===== config.mk =====
export PLATFORM = sky130hd
export DESIGN_NAME = sm_fetch_buffer
export DESIGN_NICKNAME = d
export VERILOG_FILES = /design/src/rtl/sm_fetch_buffer.sv
export SDC_FILE = /design/constraint.sdc
export NUM_CORES = 1
export LEC_CHECK = 0
export BUFFER_PORTS_ARGS = -buffer_cell sky130_fd_sc_hd__buf_2
export CAP_MARGIN = 5
export CORE_AREA = 2 2 140 142
export CTS_BUF_LIST = sky130_fd_sc_hd__clkbuf_4 sky130_fd_sc_hd__clkbuf_8 sky130_fd_sc_hd__clkbuf_16
export DETAILED_ROUTE_END_ITERATION = 10
export DIE_AREA = 0 0 142 144
export PLACE_DENSITY = 0.89
export SYNTH_ARGS = -nofsm -noshare
export SYNTH_HDL_FRONTEND = slang
export SYNTH_SLANG_ARGS = --single-unit
export TNS_END_PERCENT = 1

===== constraint.sdc =====
create_clock -name clk -period 5.8 [get_ports clk]
set_input_delay 0.58 -clock clk [delete_from_list [all_inputs] [get_ports clk]]
set_output_delay 0.58 -clock clk [all_outputs]
set_load 0.1 [all_outputs]

===== src/rtl/sm_fetch_buffer.sv =====
// sm_fetch_buffer: instruction prefetch stage sitting between the node ROM and decode.
// Fetches one word per cycle into a small {pc, instr} FIFO and hands entries to
// decode over valid/ready. A redirect flushes the queue and restarts at a new PC.
module sm_fetch_buffer #(
    parameter int          DEPTH    = 4,
    parameter int          ROM_SIZE = 128,
    parameter logic [31:0] RESET_PC = 32'h0
) (
    input  logic        clk,
    input  logic        rst,
    output logic [31:0] rom_a,
    input  logic [31:0] rom_rd,
    input  logic        redirect_valid,
    input  logic [31:0] redirect_pc,
    output logic        out_valid,
    input  logic        out_ready,
    output logic [31:0] out_instr,
    output logic [31:0] out_pc,
    output logic        fetch_done
);

    localparam int PW = $clog2(DEPTH);
    localparam int CW = PW + 1;

    localparam logic [PW-1:0] PTR_ONE   = PW'(1);
    localparam logic [CW-1:0] CNT_ONE   = CW'(1);
    localparam logic [CW-1:0] CNT_DEPTH = CW'(DEPTH);
    localparam logic [29:0]   ROM_WORDS = 30'(ROM_SIZE);
    localparam logic [31:0]   PC_RESET  = {RESET_PC[31:2], 2'b00};

    logic [31:0]   fetchPc_q, fetchPc_d;
    logic [PW-1:0] rdPtr_q, rdPtr_d;
    logic [PW-1:0] wrPtr_q, wrPtr_d;
    logic [CW-1:0] count_q, count_d;

    // Entry storage is deliberately left unreset; out_valid masks stale contents.
    logic [31:0] pcMem_q    [DEPTH];
    logic [31:0] instrMem_q [DEPTH];

    logic inRange;
    logic push;
    logic pop;

    assign inRange    = (fetchPc_q[31:2] < ROM_WORDS);
    assign fetch_done = !inRange;
    assign rom_a      = {2'b00, fetchPc_q[31:2]};

    assign out_valid  = (count_q != '0);
    assign out_instr  = instrMem_q[rdPtr_q];
    assign out_pc     = pcMem_q[rdPtr_q];

    // A full queue can still take a new word when decode drains the head this cycle.
    assign pop  = out_valid && out_ready;
    assign push = inRange && ((count_q < CNT_DEPTH) || pop) && !redirect_valid;

    // Next-state for the fetch PC, pointers and occupancy; redirect flushes everything.
    always_comb begin
        fetchPc_d = fetchPc_q;
        rdPtr_d   = rdPtr_q;
        wrPtr_d   = wrPtr_q;
        count_d   = count_q;
        if (redirect_valid) begin
            fetchPc_d = {redirect_pc[31:2], 2'b00};
            rdPtr_d   = '0;
            wrPtr_d   = '0;
            count_d   = '0;
        end else begin
            if (push) begin
                wrPtr_d   = wrPtr_q + PTR_ONE;
                fetchPc_d = fetchPc_q + 32'd4;
            end
            if (pop) begin
                rdPtr_d = rdPtr_q + PTR_ONE;
            end
            if (push && !pop) begin
                count_d = count_q + CNT_ONE;
            end else if (pop && !push) begin
                count_d = count_q - CNT_ONE;
            end
        end
    end

    // Control registers with synchronous reset back to the boot PC and an empty queue.
    always_ff @(posedge clk) begin
        if (rst) begin
            fetchPc_q <= PC_RESET;
            rdPtr_q   <= '0;
            wrPtr_q   <= '0;
            count_q   <= '0;
        end else begin
            fetchPc_q <= fetchPc_d;
            rdPtr_q   <= rdPtr_d;
            wrPtr_q   <= wrPtr_d;
            count_q   <= count_d;
        end
    end

    // Capture the fetched word alongside its byte PC at the write pointer.
    always_ff @(posedge clk) begin
        if (!rst && push) begin
            pcMem_q[wrPtr_q]    <= fetchPc_q;
            instrMem_q[wrPtr_q] <= rom_rd;
        end
    end

endmodule


==> results of run 1 <==
cell type report:
cell class,instances,area [sq um]
Clock buffer,43,856
Clock inverter,9,171
Fill cell,1213,6280
Inverter,8,30.0
Multi-Input combinational cell,204,2410
Sequential cell,287,8240
Tap cell,238,298
Timing Repair Buffer,160,803
per-layer routing:
metal / vias up / global-route usage [%] / part of all wire, %
li1: 2458 / - / -
met1: 2874 / 25.9 / 40
met2: 226 / 34.4 / 52
met3: 24 / 3.28 / 6.4
met4: 0 / 4.53 / 1.1
met5: - / 0 / 0
cell usage in the layout (no fill, tap or decap), drive strengths merged:
cell type	instances
ha	6
xor2	4
edfxtp	248
a21oi	4
o21ai	5
a31o	2
o311a	1
fa	1
a221oi	1
o211ai	1
o21bai	3
buf	160
clkbuf	43
nand2	5
a211oi	1
mux2i	23
nand3	10
conb	4
and3	6
bufinv	5
or2	1
nor2	36
and2	1
nor3	3
nand2b	1
a31oi	4
mux4	62
dfxtp	39
nor3b	1
clkinv	4
inv	8
nor4	6
a311oi	2
and4	1
nand4	5
o31ai	1
or3	3
final timing paths:
check                                   from                to  slack [ps]  cells after the start
worst max-delay path                    flop     out_instr[30]        2350                      3
worst min-delay path               rom_rd[5]  instrMem_q[1][5]         280                      1
worst min register to register    count_q[2]        count_q[2]         510                      2
worst max register to register  fetchPc_q[9]        count_q[2]        2830                     10
registers in the layout, summed over array words and instances (netlist names), named ones only:
signal	count
instrMem_q	128
pcMem_q	120
fetchPc_q	30
count_q	3
rdPtr_q	2
wrPtr_q	2
critical path, delay by kind of cell (launching register included):
kind / cells / cell delay [ps]
flops: 1 / 830
buf+inv: 2 / 910
mux: 1 / 580
kinds of logic after synthesis:
logic type,count (synthesis)
xor gates and xnor gates,4
buffers and inverters,36
AOI/OAI and AO/OA,25
muxes,85
DFF,287
adders and majority gates,7
other,1
and+or+nand+nor,79
power by group through the flow:
stage               combinational, mW  sequential (mW)  clock (mW)
floorplan                      0.0961             2.42           0
global route                    0.256             2.29        2.06
CTS                             0.246             2.29        1.98
finish                          0.245             2.29        1.94
global placement                0.237             2.33           0
detailed placement              0.245             2.33           0
==> run metrics, run 1 <==
Root Driver=clkbuf_16; cell total after placement=897; Clock Power Share=43.4%; I/O pin count=166; DP Worst Slack=2770 ps; worst relative slew slack=34.2%; placed wire-length estimate=11,900 um; Synth top cells by count=248 x edfxtp_1, 62 x mux4_2, 39 x dfxtp_1, 36 x nor2_1, 23 x mux2i_1; die width=142 um; drt initial violations=422; crit path time final=3450 ps; H-tree depth=1; Syn Area/Cell=20.6 sq um; post-cts hold buffer count=0; Distinct cells, synth=42; Area Overhead vs Synth=18.8%; # setup viols final=0; CP max-delay cell=dfxtp_4; total gr overflow=0; Worst Tran Pin Value=987 ps; via count=5,582; total track usage=19.5%; final instance area=0.0128 sq mm; pwr/cell area=350 mW/mm^2; ys async rst share=0%; CP required=5220 ps; CTS tree=built; P_sw=0.928 mW; switch share=20.7%; combinational share of power=5.5%; Critical Path AT=2870 ps; Hold Path Class=primary input to flop; Yosys top cell area share=69.1%; final wirelength=20,100 um; Max Freq=290 MHz; CP Launch Type=flop; DRC=0; Avg WL per Cell=21.2 um; Finished Layout Cells=949; max cap viols=0; Area contributors post-synth=edfxtp_1 69%, mux4_2 13%, dfxtp_1 7.2%, mux2i_1 2.1%, nor2_1 1.3%; largest family of logic cells by synthesized area=multiplexers; register area share after synthesis=76.4%; nets@finish=764; area leader, netlist=edfxtp_1; Antenna diodes=0; xor and xnor fraction of the mapped netlist area=0.325%; Synth Area in Compound Gates=1.57%; crit-path cells=buf_4 -> mux4_2 -> buf_2; WHS=276 ps; Max clock buf depth=3; top-count cell post-synth=edfxtp_1; FP Rows=51; CP Capture Type=output port; Clock transition at path regs=60 ps; Post-synth EDFFs=248; Initial Utilization=56.5%; final hold vios=0; setup TNS=0 ps; gpl congestion=0.826; vias in the first global route=5,705; Sink Count=287; period utilization=59.5%; drt first pass iters=6; internal power=3.55 mW; Tot Pwr=4.48 mW; largest net degree at the start of global routing=63; adder-cell share of the synthesized area=0.883%; fraction of layout instances using a drive strength above 1=40.6%; Avg Vias per Cell=5.88; DIE HEIGHT=144 um; Syn Inst Count=524; Syn Std Cell Area=0.0108 sq mm; DP Area=0.0118 sq mm; Final Util=67.1%; number of setup buffers added after CTS=0; Setup WS post-layout=2350 ps; Post-CTS Resized=0; run status=complete, no violations; Ys Warns=0; Main synth FF type=edfxtp_1; Max VDD drop=225 uV; Seq pwr share=51.1%; clock skew=11.9 ps; mux contribution to synthesized area=15.1%; cts bufs inserted=28; P_leak=4.44 nW; first-pass GRT wire length=30,600 um; simple logic cell fraction of the synthesized area=4.17%; Routed Antenna Nets=0; antenna violations before repair=0; Port-buffer cells=159; Worst path max stage delay=830 ps; RSZ-0062 raised after global routing=false; die area=0.0204 sq mm; #FFs+latches synth=287; Core Area=0.0191 sq mm; Clock Latency Late Sink=520 ps; crit path max fanout=36; final slew viol count=0; CP Class=flop to output port
No activity file was read; power rests on OpenSTA's default activity.
==> run 2: changes to the inputs <==
--- a/config.mk
+++ b/config.mk
@@ -7,11 +7,11 @@
 export LEC_CHECK = 0
 export BUFFER_PORTS_ARGS = -buffer_cell sky130_fd_sc_hd__buf_2
 export CAP_MARGIN = 5
-export CORE_AREA = 2 2 140 142
+export CORE_AREA = 2 2 142 144
 export CTS_BUF_LIST = sky130_fd_sc_hd__clkbuf_4 sky130_fd_sc_hd__clkbuf_8 sky130_fd_sc_hd__clkbuf_16
 export DETAILED_ROUTE_END_ITERATION = 10
-export DIE_AREA = 0 0 142 144
-export PLACE_DENSITY = 0.89
+export DIE_AREA = 0 0 144 146
+export PLACE_DENSITY = 0.87
 export SYNTH_ARGS = -nofsm -noshare
 export SYNTH_HDL_FRONTEND = slang
 export SYNTH_SLANG_ARGS = --single-unit
==> constraint.sdc (replaced) <==
create_clock -name clk -period 3.2 [get_ports clk]
set_input_delay 0.32 -clock clk [delete_from_list [all_inputs] [get_ports clk]]
set_output_delay 0.32 -clock clk [all_outputs]
set_load 0.1 [all_outputs]
==> run 2 against run 1 <==
Utilization rose by 0.25 points. Clock skew shrank 1.1 ps. Count of clock-buffer cells in the layout decreased by 10. Worst hold slack worse by 260 ps. Cell count is 4.5% higher. Critical endpoint is now count_q[2]. Largest cell class unchanged. Highest routed layer unchanged.
==> run metrics, run 2 (synthesized netlist as in run 1, its figures left out) <==
Max VDD drop=391 uV (+74%); Worst Tran Pin Value=936 ps (-51.1 ps); Worst path max stage delay=480 ps (-350 ps); FP Rows=51 (unchanged); DP Area=0.0120 sq mm (+1.5%); P_sw=1.76 mW (+90%); CP Capture Type=flop; CTS tree=built; final wirelength=21,700 um (+8.2%); R2R cell count=10 (unchanged); Critical Path AT=3300 ps (+430 ps); Routed Antenna Nets=0 (unchanged); crit-path cells=nor3_1 -> and4_2 -> nand2_1 -> nor2_1 -> ha_1 -> inv_1 -> fa_1 -> xor2_1 -> or3_1 -> a21oi_1; period utilization=88.8%; Finished Layout Cells=992 (+4.5%); worst relative slew slack=37.6% (+3.4 points); Avg WL per Cell=21.9 um (+3.5%); crit path max fanout=12 (-67%); drt first pass iters=5 (-1); via count=5,660 (+1.4%); sequential cell area=0.00824 sq mm (unchanged); RSZ-0062 raised after global routing=false; nets@finish=779 (+2.0%); vias in the first global route=6,020 (+5.5%); Clock Power Share=43.6% (+0.2 points); Clock Latency Late Sink=520 ps (about the same); run status=complete, no violations; die width=144 um (+1.4%); final hold vios=0 (unchanged); Port-buffer cells=159 (unchanged); Max clock buf depth=3 (unchanged); switch share=21.6% (+0.84 points); cell total after placement=935 (+4.2%); Initial Utilization=55.7% (-0.75 points); final instance area=0.0130 sq mm (+1.7%); largest net degree at the start of global routing=63 (unchanged); clock skew=10.8 ps (-1.08 ps); CP Class=flop to flop; CP Launch Type=flop; total track usage=20.9% (+1.4 points); most common cell after layout, fill and taps aside=edfxtp_1; area occupied by multi-input gates=0.00241 sq mm (unchanged); H-tree depth=1 (unchanged); most frequent cells in the layout=248 x edfxtp_1, 159 x buf_2, 62 x mux4_2, 37 x dfxtp_1, 36 x nor2_1; DIE HEIGHT=146 um (+1.4%); most flop-heavy register=instrMem_q; internal power=6.40 mW (+80%); Avg Vias per Cell=5.71 (-3.0%); cts bufs inserted=28 (unchanged); combinational share of power=5.7% (+0.2 points); first-pass GRT wire length=33,500 um (+9.6%); Clock transition at path regs=60 ps (about the same); Core Area=0.0193 sq mm (+1.3%); crit path time final=2840 ps; hold depth=1 (unchanged); Sink Count=287 (unchanged); final slew viol count=0 (unchanged); max cap viols=0 (unchanged); CP required=3650 ps (-1570 ps); Area Overhead vs Synth=20.9%; drt initial violations=527 (+25%); total gr overflow=0 (unchanged); # setup viols final=0 (unchanged); fraction of layout instances using a drive strength above 1=41.3% (+0.68 points); gpl congestion=0.827 (+0.15%); I/O pin count=166 (unchanged); Max Freq=352 MHz; placed wire-length estimate=13,500 um (+14%); number of setup buffers added after CTS=0 (unchanged); Largest regs=instrMem_q: 128 flops, pcMem_q: 120 flops, fetchPc_q: 30 flops; Root Driver=clkbuf_16; DRC=0 (unchanged); Layout fillers=1,243 (+2.5%); Seq pwr share=50.7% (-0.4 points); P_leak=4.52 nW (+1.8%); Hold Path Class=primary input to flop; pwr/cell area=627 mW/mm^2 (+79%); antenna violations before repair=0 (unchanged); number of flip-flops under the largest register name=128 (unchanged); CP max-delay cell=and4_2; die area=0.0210 sq mm (+2.8%)
==> run 2: cell count changes in the layout (fill, tap and decap cells not counted), sizes merged, moves of 2 or more <==
cell,change
dlygate4sd3,+4
clkinvlp,+2
clkbuf,-10
clkinv,+8
buf,+11
==> run 2: path summary, 6_finish.rpt <==
kind,startpoint,to,slack [ps]
setup / recovery,fetchPc_q[16],count_q[2],360
hold / removal,rom_rd[22],instrMem_q[3][22],10
setup reg to reg,fetchPc_q[16],count_q[2],360
hold reg to reg,count_q[2],count_q[2],510
==> run 2: power by group through the flow <==
| stage | Combinational [mW] | Clock (mW) | Sequential [mW] |
|---|---|---|---|
| 4_1_cts | 0.462 | 3.60 | 4.14 |
| 3_3_place_gp | 0.443 | 0 | 4.21 |
| 2_1_floorplan | 0.174 | 0 | 4.38 |
| 3_5_place_dp | 0.454 | 0 | 4.22 |
| 6_report | 0.462 | 3.56 | 4.14 |
| 5_1_grt | 0.482 | 3.75 | 4.15 |
==> run 2: per-stage QoR <==
step | TNS (ps) | utilization [%] | hold WS (ps) | total power [mW] | setup slack, ps
2_1_floorplan | -60950 | - | 419 | 4.55 | -328
3_5_place_dp | 0 | 61.8 | 508 | 4.68 | 436
3_3_place_gp | 0 | 61.8 | 500 | 4.66 | 508
6_report | 0 | 67.4 | 13.0 | 8.16 | 358
5_1_grt | 0 | 67.3 | 2.28 | 8.38 | 195
4_1_cts | 0 | 67.3 | 1.99 | 8.20 | 364
==> run 2: critical path: cells and delay by family (launching register included) <==
family                   cells  cell delay (ps)
XOR/XNOR                     1              160
buffers and inverters        1               70
AND/OR/NAND/NOR              5             1450
adder cells (fa/ha/maj)      2              590
AO/OA/AOI/OAI                1              130
flip-flops                   1              360
==> run 2: per-layer routing <==
layer	vias up	share of wire, %	global-route usage [%]
met1	2885	39	28.3
met2	265	51	35.0
met3	29	7.9	4.15
met4	0	1.7	5.49
li1	2481	-	-
met5	-	0	0
==> run 2: final cells by class <==
class | count | area share (%)
clock inverter | 19 | 1.93
antenna | 1 | 0.0192
multi-input combinational | 204 | 18.5
timing repair buffer | 175 | 7.59
sequential | 287 | 63.2
inverter | 8 | 0.231
clock buffer | 33 | 5.95
tap | 265 | 2.55
==> run 2: what timing repair did <==
action / in CTS / in global routing
setup endpoints to repair: 0 / 0
gates resized for setup: 0 / 0
hold buffers: 4 / 0
endpoints found under the hold margin: 12 / 0
==> run 3: changes to the inputs <==
--- a/config.mk
+++ b/config.mk
@@ -12,6 +12,7 @@
 export DETAILED_ROUTE_END_ITERATION = 10
 export DIE_AREA = 0 0 144 146
 export PLACE_DENSITY = 0.87
+export RECOVER_POWER = 25
 export SYNTH_ARGS = -nofsm -noshare
 export SYNTH_HDL_FRONTEND = slang
 export SYNTH_SLANG_ARGS = --single-unit
==> run 3 against run 2 <==
Clock skew fell by 0.80 ps. Design area fell by 0.29%. Clock power barely moved. Highest routed layer unchanged.
==> run metrics, run 3 (synthesized netlist as in run 1, its figures left out) <==
run status=complete, no violations; post-cts hold buffer count=4 (unchanged); Initial Utilization=55.7% (unchanged); crit path time final=2830 ps (-16.5 ps); gpl congestion=0.827 (unchanged); CP Class=flop to flop; WHS=37.5 ps (+24.5 ps); final slew viol count=0 (unchanged); CTS tree=built; Root Driver=clkbuf_16; cts bufs inserted=28 (unchanged); I/O pin count=166 (unchanged); Finished Layout Cells=991 (-0.10%); die area=0.0210 sq mm (unchanged); Critical Path AT=3280 ps (-20 ps); DRC=0 (unchanged); most common cell after layout, fill and taps aside=edfxtp_1; fraction of layout instances using a drive strength above 1=37.5% (-3.9 points); final instance area=0.0130 sq mm (-0.29%); largest net degree at the start of global routing=63 (unchanged); Largest regs=instrMem_q: 128 flops, pcMem_q: 120 flops, fetchPc_q: 30 flops; via count=5,678 (+0.32%); FP Rows=51 (unchanged); period utilization=88.3% (-0.51 points); Hold Path Class=primary input to flop; number of setup buffers added after CTS=0 (unchanged); drt first pass iters=5 (unchanged); cell total after placement=935 (unchanged); CP Capture Type=flop; met1 Use GR=28.3% (unchanged); DP Area=0.0120 sq mm (unchanged); CP Launch Type=flop; RSZ-0062 raised after global routing=false; Worst Tran Pin Value=939 ps (+3.20 ps); register-to-register setup slack=370 ps (+20 ps); GRT met2 Usage=35.0% (unchanged); met3 GRT Util=4.15% (unchanged); Avg WL per Cell=21.8 um (-0.25%); antenna violations before repair=0 (unchanged); most flop-heavy register=instrMem_q; Max VDD drop=389 uV (-0.29%); CP required=3660 ps (about the same); Clock transition at path regs=60 ps (about the same); number of flip-flops under the largest register name=128 (unchanged); placed wire-length estimate=13,500 um (unchanged); Layout fillers=1,262 (+1.5%); clock skew=9.97 ps (-0.797 ps); most frequent cells in the layout=248 x edfxtp_1, 131 x buf_2, 62 x mux4_2, 37 x dfxtp_1, 36 x nor2_1; nets@finish=779 (unchanged); Routed Antenna Nets=0 (unchanged); Clock Latency Late Sink=520 ps (about the same); final wirelength=21,600 um (-0.35%); first-pass GRT wire length=33,500 um (unchanged); worst relative slew slack=37.4% (-0.21 points); die width=144 um (unchanged); Post-CTS Resized=0 (unchanged); Antenna diodes=0 (-1); Core Area=0.0193 sq mm (unchanged); H-tree depth=1 (unchanged); drt initial violations=552 (+4.7%); DIE HEIGHT=146 um (unchanged); Port-buffer cells=159 (unchanged); max cap viols=0 (unchanged); Max Freq=354 MHz (+0.58%); P_leak=4.45 nW (-1.7%); GRT busiest layer=met2; Avg Vias per Cell=5.73 (+0.42%); total gr overflow=0 (unchanged); Area Overhead vs Synth=20.5%; pwr/cell area=628 mW/mm^2 (+0.18%); vias in the first global route=6,020 (unchanged); Sink Count=287 (unchanged); total track usage=20.9% (unchanged); Max clock buf depth=3 (unchanged); crit path max fanout=12 (unchanged); Tot Pwr=8.16 mW (-0.11%); final hold vios=0 (unchanged); # setup viols final=0 (unchanged)
==> run 3: cell types whose count changed in the layout (fill, tap and decap cells not counted) <==
cell / before / now
buf_2: 159 / 131
clkbuf_1: 0 / 28
diode_2: 1 / 0
==> run 3: critical path: stages (launching register included) <==
cell,delay [ps]
dfxtp_1,360
nor3_1,420
and4_2,480
nand2_1,120
nor2_1,130
ha_1,210
inv_1,70
fa_1,380
xor2_1,160
or3_1,300
a21oi_1,130
==> run 3: worst paths after layout <==
path,from,to,cells after the start
setup / recovery,fetchPc_q[16],count_q[2],10
hold / removal,redirect_pc[26],fetchPc_q[26],3
setup reg to reg,fetchPc_q[16],count_q[2],10
hold reg to reg,count_q[2],count_q[2],2
==> run 3: stage by stage <==
stage | setup slack [ps] | util [%] | TNS [ps]
detailed placement | 436 | 61.8 | 0
global route | 195 | 67.2 | 0
finish | 374 | 67.2 | 0
global placement | 508 | 61.8 | 0
floorplan | -328 | - | -60950
CTS | 364 | 67.3 | 0
==> run 3: area by class of cell <==
| cell class | instances | area (sq um) | share of cell area (%) |
|---|---|---|---|
| sequential | 287 | 8240 | 63.4 |
| multi-input combinational | 204 | 2410 | 18.6 |
| timing repair buffer | 175 | 953 | 7.34 |
| clock buffer | 33 | 774 | 5.96 |
| tap | 265 | 332 | 2.55 |
| clock inverter | 19 | 251 | 1.94 |
| inverter | 8 | 30.0 | 0.231 |
==> run 3: routing by layer <==
layer  vias to the layer above  part of all wire, %
met5                         -                    0
met4                         0                  1.7
met3                        31                  8.8
met2                       284                   51
met1                      2883                   39
li1                       2480                    -
==> run 3: power breakdown <==
group          switching (mW)  total (mW)  internal (mW)
Combinational           0.358       0.457         0.0996
Sequential             0.0535        4.14           4.09
Clock                    1.35        3.56           2.21
